<file path="src/rtl/controller_interface.sv">
// Polls two NES-style serial controllers over a shared clock/latch pair and
// exposes the decoded button bytes as two read-only CPU registers.
module controller_interface #(
    parameter int          TICK_DIV   = 12,
    parameter logic [15:0] CTRL1_ADDR = 16'h7002,
    parameter logic [15:0] CTRL2_ADDR = 16'h7003
) (
    input  logic        clk_12_5875,
    input  logic        rst,
    input  logic        start,
    input  logic [15:0] cpu_address,
    input  logic        write_enable_B,
    output logic [7:0]  data_out,
    output logic        fpga_data_enable,
    output logic        controller_clk,
    output logic        controller_latch,
    input  logic        controller_1_data_in_B,
    input  logic        controller_2_data_in_B,
    output logic [7:0]  controller_1_data_out,
    output logic [7:0]  controller_2_data_out,
    output logic        busy
);

    // state     | meaning
    // S_IDLE    | waiting for start
    // S_LATCH   | latch high for one tick, controllers load buttons
    // S_SAMPLE7 | latch low; first serial bit sampled at end of tick
    // S_CLK_HI  | controller_clk high; bit bit_q sampled at end of tick
    // S_CLK_LO  | controller_clk low for one tick
    // S_COMMIT  | one clock: shift registers copied to button bytes
    typedef enum logic [2:0] {
        S_IDLE, S_LATCH, S_SAMPLE7, S_CLK_HI, S_CLK_LO, S_COMMIT
    } state_t;

    localparam int            CW        = $clog2(TICK_DIV);
    localparam logic [CW-1:0] TICK_LAST = CW'(TICK_DIV - 1);

    state_t        state_q, state_d;
    logic [CW-1:0] cnt_q, cnt_d;
    logic [2:0]    bit_q, bit_d;
    logic [7:0]    sr1_q, sr1_d, sr2_q, sr2_d;
    logic [7:0]    btn1_q, btn1_d, btn2_q, btn2_d;
    logic          clk_q, latch_q;
    logic          tick;
    logic          sel1, sel2;

    always_comb begin
        state_d = state_q;
        cnt_d   = cnt_q;
        bit_d   = bit_q;
        sr1_d   = sr1_q;
        sr2_d   = sr2_q;
        btn1_d  = btn1_q;
        btn2_d  = btn2_q;
        tick    = (cnt_q == '0);

        // down-counter reloads on terminal count while a tick-timed state is active
        if (state_q == S_LATCH || state_q == S_SAMPLE7 ||
            state_q == S_CLK_HI || state_q == S_CLK_LO) begin
            cnt_d = tick ? TICK_LAST : cnt_q - 1'b1;
        end

        case (state_q)
            S_IDLE: begin
                if (start) begin
                    state_d = S_LATCH;
                    cnt_d   = TICK_LAST;
                end
            end
            S_LATCH: begin
                if (tick) state_d = S_SAMPLE7;
            end
            S_SAMPLE7: begin
                if (tick) begin
                    sr1_d   = {sr1_q[6:0], ~controller_1_data_in_B};
                    sr2_d   = {sr2_q[6:0], ~controller_2_data_in_B};
                    bit_d   = 3'd6;
                    state_d = S_CLK_HI;
                end
            end
            S_CLK_HI: begin
                if (tick) begin
                    sr1_d   = {sr1_q[6:0], ~controller_1_data_in_B};
                    sr2_d   = {sr2_q[6:0], ~controller_2_data_in_B};
                    state_d = S_CLK_LO;
                end
            end
            S_CLK_LO: begin
                if (tick) begin
                    if (bit_q == 3'd0) begin
                        state_d = S_COMMIT;
                    end else begin
                        bit_d   = bit_q - 3'd1;
                        state_d = S_CLK_HI;
                    end
                end
            end
            S_COMMIT: begin
                btn1_d  = sr1_q;
                btn2_d  = sr2_q;
                cnt_d   = '0;
                state_d = S_IDLE;
            end
            default: begin
                state_d = S_IDLE;
                cnt_d   = '0;
            end
        endcase
    end

    always_ff @(posedge clk_12_5875) begin
        if (rst) begin
            state_q <= S_IDLE;
            cnt_q   <= '0;
            bit_q   <= '0;
            sr1_q   <= '0;
            sr2_q   <= '0;
            btn1_q  <= '0;
            btn2_q  <= '0;
            clk_q   <= 1'b0;
            latch_q <= 1'b0;
        end else begin
            state_q <= state_d;
            cnt_q   <= cnt_d;
            bit_q   <= bit_d;
            sr1_q   <= sr1_d;
            sr2_q   <= sr2_d;
            btn1_q  <= btn1_d;
            btn2_q  <= btn2_d;
            // pin drivers registered so the shared lines never glitch
            clk_q   <= (state_d == S_CLK_HI);
            latch_q <= (state_d == S_LATCH);
        end
    end

    assign sel1 = (cpu_address == CTRL1_ADDR);
    assign sel2 = (cpu_address == CTRL2_ADDR);

    always_comb begin
        data_out = 8'h00;
        if (write_enable_B) begin
            if (sel1)      data_out = btn1_q;
            else if (sel2) data_out = btn2_q;
        end
    end

    assign fpga_data_enable      = write_enable_B && (sel1 || sel2);
    assign controller_clk        = clk_q;
    assign controller_latch      = latch_q;
    assign controller_1_data_out = btn1_q;
    assign controller_2_data_out = btn2_q;
    assign busy                  = (state_q != S_IDLE);

endmodule

</file>
<file path="config.mk">
export PLATFORM = sky130hd
export DESIGN_NAME = controller_interface
export DESIGN_NICKNAME = d
export VERILOG_FILES = /design/src/rtl/controller_interface.sv
export SDC_FILE = /design/constraint.sdc
export NUM_CORES = 1
export LEC_CHECK = 0
export CORE_ASPECT_RATIO = 1.2
export CORE_UTILIZATION = 52
export DETAILED_ROUTE_END_ITERATION = 7
export PLACE_DENSITY = 0.84
export SLEW_MARGIN = 0
export SYNTH_ARGS = -nofsm -noshare
export SYNTH_HDL_FRONTEND = slang
export SYNTH_SLANG_ARGS = --single-unit
</file>
<file path="constraint.sdc">
create_clock -name clk_12_5875 -period 5 [get_ports clk_12_5875]
set_clock_uncertainty 0.1 [all_clocks]
set_input_delay 1 -clock clk_12_5875 [delete_from_list [all_inputs] [get_ports clk_12_5875]]
set_output_delay 1 -clock clk_12_5875 [all_outputs]
set_load 0.02 [all_outputs]
</file>
==> reports/metrics.yaml, run 1 <==
placed_design:
  placed_area_mm2: 0.002502
  gp_congestion: 0.8449
  hpwlAfterDp_um: 3078
  io_buffers: 49
global_routing:
  grt_max_degree: 44
  overflow: 0
  grt_pass1_vias: 1737
  antenna_found_initial: 0
  gr-usage-all-layers: 0.2255
  grt_pass1_wl_um: 7272
sta:
  whs_ns: 0.3599
  finalSetupTns_ns: 0
  finalMaxSlewViolations: 0
  post-route-period-util: 0.8023
  min_period_ns: 4.011
  worstMarginPinSlew_ns: 0.5497
  setup_viol: 0
  max_freq_mhz: 249.3
  rsz0062_at_grt: "no"
  slew_headroom: 0.6335
  hold_viol: 0
worst_hold_path:
  min_path_type: "reg2reg"
  hold-path-endpoint: "sr1_q[7]"
  hp-start: "sr1_q[7]"
  min_path_cells: 2
power_and_ir_drop:
  combPwrFrac: 0.259
  ir_worst_vdd_v: 0.0003452
  p_clk_frac: 0.296
  internal_power_mw: 0.6368
  p_sw_frac: 0.3134
  switchingPower_mw: 0.2906
  pwr-share-seq: 0.445
  power.leakage_nw: 0.9169
  power.density_mw_per_mm2: 354.2
yosys:
  synth_edf_count: 0
  syn_inst: 250
  synth_seq_area_share: 0.4356
  syn_area_per_cell_um2: 8.088
  syn_nets: 275
  netlist_area_mm2: 0.002022
  async_flop_share: 0
  ys_seq_elements: 44
  synth_warnings: 0
  ys_types: 42
  synthFlopType: "dfxtp_1"
clock_tree:
  clock_latency_ns: 0.30
  htree_levels: 2
  clk_path_buf_depth: 2
  cts-resized-gates: 0
  cts_root_buf: "clkbuf_8"
  cts_buffers: 5
  cts_tree: "built"
  cts_setup_buffers: 0
  cts_sinks: 44
  ctsHoldBuffers: 0
  cts.reportedPaths.clkPinSlew_ns: 0.09
setup_path:
  r2r_slack_ns: 3.08
  worstPathRequired_ns: 3.90
  startpoint_type: "input pin"
  critPathArrivalTime_ns: 2.91
  crit_path_end_kind: "output port"
  rr_startpoint: "cnt_q[0]"
  critical_path_class: "in2out"
  rr_worst_depth: 6
  crit_fanout: 9
  r2r-end: "sr1_q[1]"
route:
  vias_per_cell: 5.249
  num_vias: 1811
  drc: 0
  drt_pre_antenna_iters: 4
  detail-route-antenna-nets: 0
  wl_um: 4248
  wl_per_cell_um: 12.31
  drtIter0Drc: 62
floorplan:
  start_util: 0.5519
  die_area_mm2: 0.004143
  die_height_um: 70.31
  die_x_um: 58.93
  coreArea_mm2: 0.003664
  rows: 24
  io_pins: 50
cells_and_area:
  area_growth_pct: 29.52
  layout_commonest_cell: "nand2_1"
  final_area_mm2: 0.002619
  final_cell_mix: "nand2_1, clkdlybuf4s50_1, dfxtp_1"
  layout-drive-gt1-share: 0.05802
  final_nets: 317
  antennaDiodeCount: 0
status:
  outcome: "completed"
job:
  cap_violations: 0
[state kept, by name (all words and copies together), names as in the netlist]
register               cells
controller_2_data_out      8
cnt_q                      4
controller_1_data_out      8
sr1_q                      8
bit_q                      3
controller_latch           1
state_q                    3
sr2_q                      8
controller_clk             1
[per-layer routing]
metal,share of wire,GRT usage,up-vias
li1,-,-,926
met1,0.41,0.2445,826
met2,0.51,0.4003,55
met3,0.070,0.07222,4
met4,0.010,0.07672,0
met5,0,0,-
[cell type report]
| type | instances | area [um2] |
|---|---|---|
| Timing Repair Buffer | 50 | 498.0 |
| Fill cell | 323 | 1045 |
| Inverter | 7 | 26.28 |
| Multi-Input combinational cell | 184 | 1032 |
| Clock inverter | 3 | 47.55 |
| Clock buffer | 5 | 68.82 |
| Sequential cell | 44 | 880.8 |
| Tap cell | 52 | 65.06 |
[logic make-up (layout without fill, tap and decap cells)]
logic type | count (synthesis) | count (layout) | synth area share
buffers and inverters | 22 | 65 | 0.05383
AO/OA/AOI/OAI | 56 | 56 | 0.1553
multiplexers | 10 | 10 | 0.05013
AND/OR/NAND/NOR | 112 | 112 | 0.2735
adder cells (fa/ha/maj) | 3 | 3 | 0.01857
flip-flops | 44 | 44 | 0.4356
XOR/XNOR | 3 | 3 | 0.01300
[worst max-delay path by stage]
stage	from	to	depth (start not counted)
floorplan	cpu_address[6]	data_out[0]	3
global placement	cpu_address[1]	data_out[0]	5
detailed placement	cpu_address[5]	data_out[2]	5
CTS	cpu_address[5]	data_out[2]	5
global route	cpu_address[5]	data_out[7]	5
finish	cpu_address[5]	data_out[6]	5
[cells in the mapped netlist, drive strengths merged (2+ instances only)]
master   n  area (um2)
nand4    3       18.77
dfxtp   44       880.8
nor2b    2       12.51
nor4b    3       26.28
ha       3       37.54
nand2   65       244.0
buf      7       51.29
xnor2    3       26.28
nor3b    2       37.54
nand2b   5       31.28
mux2i    9       90.09
o21ai    6       30.03
nor2    18       86.34
nor4     2       18.77
a21oi   40       200.2
inv      7       26.28
or3      2       12.51
clkbuf   8       31.28
nor3     3       15.01
a211oi   3       22.52
[through the flow]
stage / total power [mW] / utilization / worst slack [ns] / std cells
floorplan: 0.6077 / - / 1.968 / 250
global placement: 0.6546 / 0.6831 / 1.011 / 337
detailed placement: 0.6627 / 0.6831 / 0.9597 / 337
CTS: 0.9359 / 0.7148 / 0.9403 / 345
global route: 0.9859 / 0.7148 / 0.8490 / 345
finish: 0.9275 / 0.7148 / 0.9886 / 345
[power groups by stage]
stage | Clock, mW | Sequential (mW) | Combinational [mW]
after floorplan | 0 | 0.408 | 0.199
after global placement | 0 | 0.419 | 0.235
after detailed placement | 0 | 0.420 | 0.242
after CTS | 0.281 | 0.412 | 0.243
after global routing | 0.301 | 0.418 | 0.267
final | 0.275 | 0.412 | 0.240
[critical path, cell delays in order]
cell	delay, ns
clkdlybuf4s50_1	0.40
nor4b_1	0.35
nand4_1	0.35
nor2_1	0.20
clkdlybuf4s50_1	0.61
(Power assumes the default switching activity.)
==> run 2: changes to the inputs <==
CORE_UTILIZATION = 44   (was 52)
PLACE_DENSITY = 0.75   (was 0.84)
clock period = 3.69 ns   (was 5 ns; I/O delays follow)
==> run 2 against run 1 <==
Net effect:
- worst setup slack lost 0.80 ns
- largest cell class unchanged
- register-to-register slack got worse by 1.3 ns
- clock power rose by 39%
- cell count grew 1.4%
- sequential share of layout area down 0.22 points
- critical path type unchanged
- total power is 37% higher
- die area grew 18%
- critical path depth did not move
- final area is 0.67% higher
- global-route usage down 4.3 points
- routed wire length fell by 2.8%
- worst hold slack better by 0.0032 ns
==> reports/metrics.yaml, run 2 (synthesized netlist as in run 1, its figures left out) <==
clock_tree:
  cts_sinks: 44  # unchanged
  cts_tree: "built"  # unchanged
  cts_buffers: 5  # unchanged
  ctsHoldBuffers: 0  # unchanged
  cts_root_buf: "clkbuf_8"  # unchanged
  clock_latency_ns: 0.29  # was 0.30 ns
  cts.reportedPaths.clkPinSlew_ns: 0.08  # was 0.09 ns
  cts_setup_buffers: 0  # unchanged
  cts-resized-gates: 0  # unchanged
  htree_levels: 2  # unchanged
  clk_path_buf_depth: 2  # unchanged
power_and_ir_drop:
  power.density_mw_per_mm2: 480.9  # was 354.2 mW/mm2
  combPwrFrac: 0.259  # about the same
  p_clk_frac: 0.301  # was 0.296
  pwr-share-seq: 0.441  # was 0.445
  power.leakage_nw: 0.9248  # was 0.9169 nW
  switchingPower_mw: 0.3867  # was 0.2906 mW
  power_mw: 1.268  # was 0.9275 mW
  internal_power_mw: 0.8810  # was 0.6368 mW
  p_sw_frac: 0.3050  # was 0.3134
  ir_worst_vdd_v: 0.0003441  # was 0.0003452 V
cells_and_area:
  layout_commonest_cell: "nand2_1"  # unchanged
  area_growth_pct: 30.38  # was 29.52%
  final_nets: 318  # was 317
  multiInputGateArea_mm2: 0.001032  # unchanged
  final_cell_mix: "nand2_1, clkdlybuf4s50_1, dfxtp_1"  # unchanged
  final_cells: 350  # was 345
  num-fill-cells: 402  # was 323
  fin_util: 0.6093  # was 0.7148
  regArea_um2: 880.8  # unchanged
  final_area_mm2: 0.002636  # was 0.002619 mm2
  antennaDiodeCount: 0  # unchanged
  layout-drive-gt1-share: 0.06122  # was 0.05802
sta:
  worstMarginPinSlew_ns: 0.5390  # was 0.5497 ns
  setup_viol: 0  # unchanged
  rsz0062_at_grt: "no"  # unchanged
  post-route-period-util: 0.9484
  fin_ws_ns: 0.1906  # was 0.9886 ns
  finalSetupTns_ns: 0  # unchanged
  whs_ns: 0.3631  # was 0.3599 ns
  slew_headroom: 0.6402  # was 0.6335
  finalMaxSlewViolations: 0  # unchanged
  hold_viol: 0  # unchanged
  min_period_ns: 3.499
  max_freq_mhz: 285.8
global_routing:
  top_usage_layer: "met2"  # unchanged
  use_met2: 0.3255  # was 0.4003
  gr-usage-all-layers: 0.1824  # was 0.2255
  grt_pass1_vias: 1671  # was 1737
  grt_use_met3: 0.04192  # was 0.07222
  antenna_found_initial: 0  # unchanged
  overflow: 0  # unchanged
  grt_pass1_wl_um: 7258  # was 7272 um
  grt_max_degree: 25  # was 44
  grt_util_met1: 0.2148  # was 0.2445
job:
  cap_violations: 0  # unchanged
route:
  wl_um: 4127  # was 4248 um
  drc: 0  # unchanged
  detail-route-antenna-nets: 0  # unchanged
  vias_per_cell: 5.163  # was 5.249
  drtIter0Drc: 81  # was 62
  drt_pre_antenna_iters: 4  # unchanged
  wl_per_cell_um: 11.79  # was 12.31 um
  num_vias: 1807  # was 1811
setup_path:
  crit_end: "data_out[7]"  # was data_out[6]
  worstPathRequired_ns: 2.85  # was 3.90 ns
  crit_path_end_kind: "output port"  # unchanged
  startpoint_type: "input pin"  # unchanged
  critPathArrivalTime_ns: 2.66  # was 2.91 ns
  rr_worst_depth: 6  # unchanged
  r2r_slack_ns: 1.83  # was 3.08 ns
  critical_path_class: "in2out"  # unchanged
  crit_fanout: 9  # unchanged
  rr_startpoint: "cnt_q[0]"  # unchanged
  r2r-end: "sr2_q[1]"  # was sr1_q[1]
  worstSetupStartpoint: "cpu_address[9]"  # was cpu_address[5]
placed_design:
  hpwlAfterDp_um: 3030  # was 3078 um
  io_buffers: 49  # unchanged
  placed_area_mm2: 0.002515  # was 0.002502 mm2
  dp_cells: 342  # was 337
  place_ws_ns: 0.1473  # was 0.9597 ns
  gp_congestion: 0.7279  # was 0.8449
floorplan:
  die_height_um: 76.26  # was 70.31 um
  io_pins: 50  # unchanged
  rows: 26  # was 24
  coreArea_mm2: 0.004327  # was 0.003664 mm2
  die_area_mm2: 0.004871  # was 0.004143 mm2
  die_x_um: 63.88  # was 58.93 um
  start_util: 0.4673  # was 0.5519
status:
  outcome: "completed"  # unchanged
worst_hold_path:
  min_path_type: "reg2reg"  # unchanged
run 2: cell types whose count changed in the layout (fill, tap and decap cells not counted), sizes merged:
| cell | delta |
|---|---|
| clkbuf | +1 |
| clkinv | -1 |
| buf | +1 |
run 2: worst max-delay path, stage by stage:
cell and delay (ns):
clkdlybuf4s50_1 0.40, nor4b_1 0.33, nand4_1 0.36, nor2_1 0.21
clkdlybuf4s50_1 0.62
run 2: cell type report:
type	instances	share of cell area
multi-input combinational	184	0.3916
sequential	44	0.3341
timing repair buffer	51	0.1917
clock buffer	6	0.03132
tap	56	0.02658
clock inverter	2	0.01471
inverter	7	0.009967
run 2: worst min path at each step:
stage          depth (start not counted)  slack (ns)                        to      from
3_5_place_dp                           2        0.35                  sr1_q[7]  sr1_q[7]
5_1_grt                                2        0.38  controller_1_data_out[7]  sr1_q[7]
6_report                               2        0.36                  sr1_q[7]  sr1_q[7]
2_1_floorplan                          2        0.33  controller_1_data_out[7]  sr1_q[7]
4_1_cts                                2        0.36                  sr1_q[7]  sr1_q[7]
3_3_place_gp                           2        0.34  controller_2_data_out[7]  sr2_q[7]
run 2: routing by layer:
| metal | vias up | routed length (um) |
|---|---|---|
| met5 | - | 0 |
| met2 | 40 | 2020 |
| met3 | 2 | 181 |
| met1 | 836 | 1906 |
| li1 | 929 | - |
| met4 | 0 | 19 |
run 2: power groups by stage:
stage               logic, mW  clock network (mW)  registers (mW)
finish                  0.328               0.381           0.559
global route            0.362               0.411           0.566
CTS                     0.330               0.389           0.558
detailed placement      0.328                   0           0.569
global placement        0.322                   0           0.568
floorplan               0.270                   0           0.553
==> run 3: changes to the inputs <==
CORE_ASPECT_RATIO = unset   (was 1.2)
==> run 3 against run 2 <==
Net effect:
- first-iteration DRC count fell by 7.4%
- maximum frequency rose by 4.5%
- clock power rose by 5%
- critical path depth rose by 1
- critical path type unchanged
- critical endpoint is now data_out[4]
==> reports/metrics.yaml, run 3 (synthesized netlist as in run 1, its figures left out) <==
placed_design:
  hpwlAfterDp_um: 3073  # was 3030 um
  place_ws_ns: 0.1683  # was 0.1473 ns
  dp_cells: 337  # was 342
  placed_area_mm2: 0.002502  # was 0.002515 mm2
  io_buffers: 49  # unchanged
  gp_congestion: 0.7771  # was 0.7279
clock_tree:
  cts_tree: "built"  # unchanged
  cts.reportedPaths.clkPinSlew_ns: 0.07  # was 0.08 ns
  clock_latency_ns: 0.30  # was 0.29 ns
  cts_root_buf: "clkbuf_8"  # unchanged
  cts_sinks: 44  # unchanged
  cts-resized-gates: 0  # unchanged
  clk_path_buf_depth: 2  # unchanged
  cts_buffers: 5  # unchanged
  htree_levels: 2  # unchanged
setup_path:
  crit_end: "data_out[4]"  # was data_out[7]
  rr_worst_depth: 6  # unchanged
  startpoint_type: "input pin"  # unchanged
  critPathArrivalTime_ns: 2.51  # was 2.66 ns
  r2r_slack_ns: 1.69  # was 1.83 ns
  r2r-end: "sr1_q[6]"  # was sr2_q[1]
  critical_path_class: "in2out"  # unchanged
  crit_fanout: 9  # unchanged
  worstPathRequired_ns: 2.85  # about the same
  rr_startpoint: "cnt_q[0]"  # unchanged
  crit_path_end_kind: "output port"  # unchanged
  worstSetupStartpoint: "cpu_address[5]"  # was cpu_address[9]
cells_and_area:
  layout_commonest_cell: "nand2_1"  # unchanged
  antennaDiodeCount: 0  # unchanged
  final_area_mm2: 0.002636  # unchanged
  final_nets: 318  # unchanged
  final_cell_mix: "nand2_1, clkdlybuf4s50_1, dfxtp_1"  # unchanged
  area_growth_pct: 30.38  # unchanged
  final_cells: 346  # was 350
  layout-drive-gt1-share: 0.06122  # unchanged
route:
  wl_per_cell_um: 12.38  # was 11.79 um
  detail-route-antenna-nets: 0  # unchanged
  drt_pre_antenna_iters: 4  # unchanged
  vias_per_cell: 5.194  # was 5.163
  drtIter0Drc: 75  # was 81
  drc: 0  # unchanged
  wl_um: 4282  # was 4127 um
  num_vias: 1797  # was 1807
power_and_ir_drop:
  power.density_mw_per_mm2: 487.4  # was 480.9 mW/mm2
  ir_worst_vdd_v: 0.0002969  # was 0.0003441 V
  power.leakage_nw: 0.9272  # was 0.9248 nW
sta:
  hold_viol: 0  # unchanged
  rsz0062_at_grt: "no"  # unchanged
  slew_headroom: 0.6129  # was 0.6402
  finalSetupTns_ns: 0  # unchanged
  worstMarginPinSlew_ns: 0.5806  # was 0.5390 ns
  max_freq_mhz: 298.5  # was 285.8 MHz
  setup_viol: 0  # unchanged
  finalMaxSlewViolations: 0  # unchanged
  post-route-period-util: 0.9078  # was 0.9484
  fin_ws_ns: 0.3403  # was 0.1906 ns
  min_period_ns: 3.350  # was 3.499 ns
global_routing:
  antenna_found_initial: 0  # unchanged
  grt_pass1_wl_um: 7465  # was 7258 um
  grt_max_degree: 38  # was 25
  grt_pass1_vias: 1613  # was 1671
  gr-usage-all-layers: 0.1895  # was 0.1824
  overflow: 0  # unchanged
floorplan:
  io_pins: 50  # unchanged
  die_area_mm2: 0.004871  # about the same
  coreArea_mm2: 0.004384  # was 0.004327 mm2
  die_x_um: 69.79  # was 63.88 um
  start_util: 0.4612  # was 0.4673
  die_height_um: 69.79  # was 76.26 um
  rows: 24  # was 26
worst_hold_path:
  min_path_type: "reg2reg"  # unchanged
job:
  cap_violations: 0  # unchanged
status:
  outcome: "completed"  # unchanged
[run 3: cell count changes in the layout (fill, tap and decap cells not counted), sizes merged]
cell and delta:
clkbuf +1, clkinv -1
[run 3: worst min path at each step]
stage          slack, ns                  endpoint  cells past startpoint      from
2_1_floorplan       0.33  controller_1_data_out[7]                      2  sr1_q[7]
3_3_place_gp        0.34                  sr2_q[7]                      2  sr2_q[7]
3_5_place_dp        0.35  controller_2_data_out[7]                      2  sr2_q[7]
4_1_cts             0.36  controller_2_data_out[7]                      2  sr2_q[7]
5_1_grt             0.38  controller_2_data_out[7]                      2  sr2_q[7]
6_report            0.36  controller_2_data_out[7]                      2  sr2_q[7]
[run 3: layer usage]
layer / up-vias / GRT usage / share of wire
met5: - / 0 / 0
met3: 5 / 0.05669 / 0.053
met4: 0 / 0.05333 / 0.0096
met1: 830 / 0.2550 / 0.48
li1: 922 / - / -
met2: 40 / 0.2938 / 0.45
[run 3: report_power, final]
part	internal, mW	switching, mW
clock network	0.239	0.161
logic	0.150	0.177
registers	0.509	0.0499
total	0.897	0.388
[run 3: per-stage QoR]
step	util	hold slack, ns	power, mW
finish	0.6013	0.3567	1.285
global route	0.6013	0.3770	1.361
CTS	0.5996	0.3638	1.292
detailed placement	0.5708	0.3523	0.8948
global placement	0.5708	0.3449	0.8892
floorplan	-	0.3322	0.8234
[run 3: area by class of cell]
class	instances	area, um2
inverter	7	26.28
sequential	44	880.8
timing repair buffer	51	505.5
clock inverter	1	30.03
clock buffer	7	96.34
multi-input combinational	184	1032
tap	52	65.06
fill	405	1748
[run 3: timing repair]
item,4_1_cts,5_1_grt
setup endpoints to repair,0,1
setup buffers,0,1
hold buffers,0,0
[run 3: worst max-delay path, cell delays in order]
cell	delay, ns
clkdlybuf4s50_1	0.41
nor4b_1	0.32
nand4_1	0.14
buf_4	0.19
nor2_1	0.11
clkdlybuf4s50_1	0.61
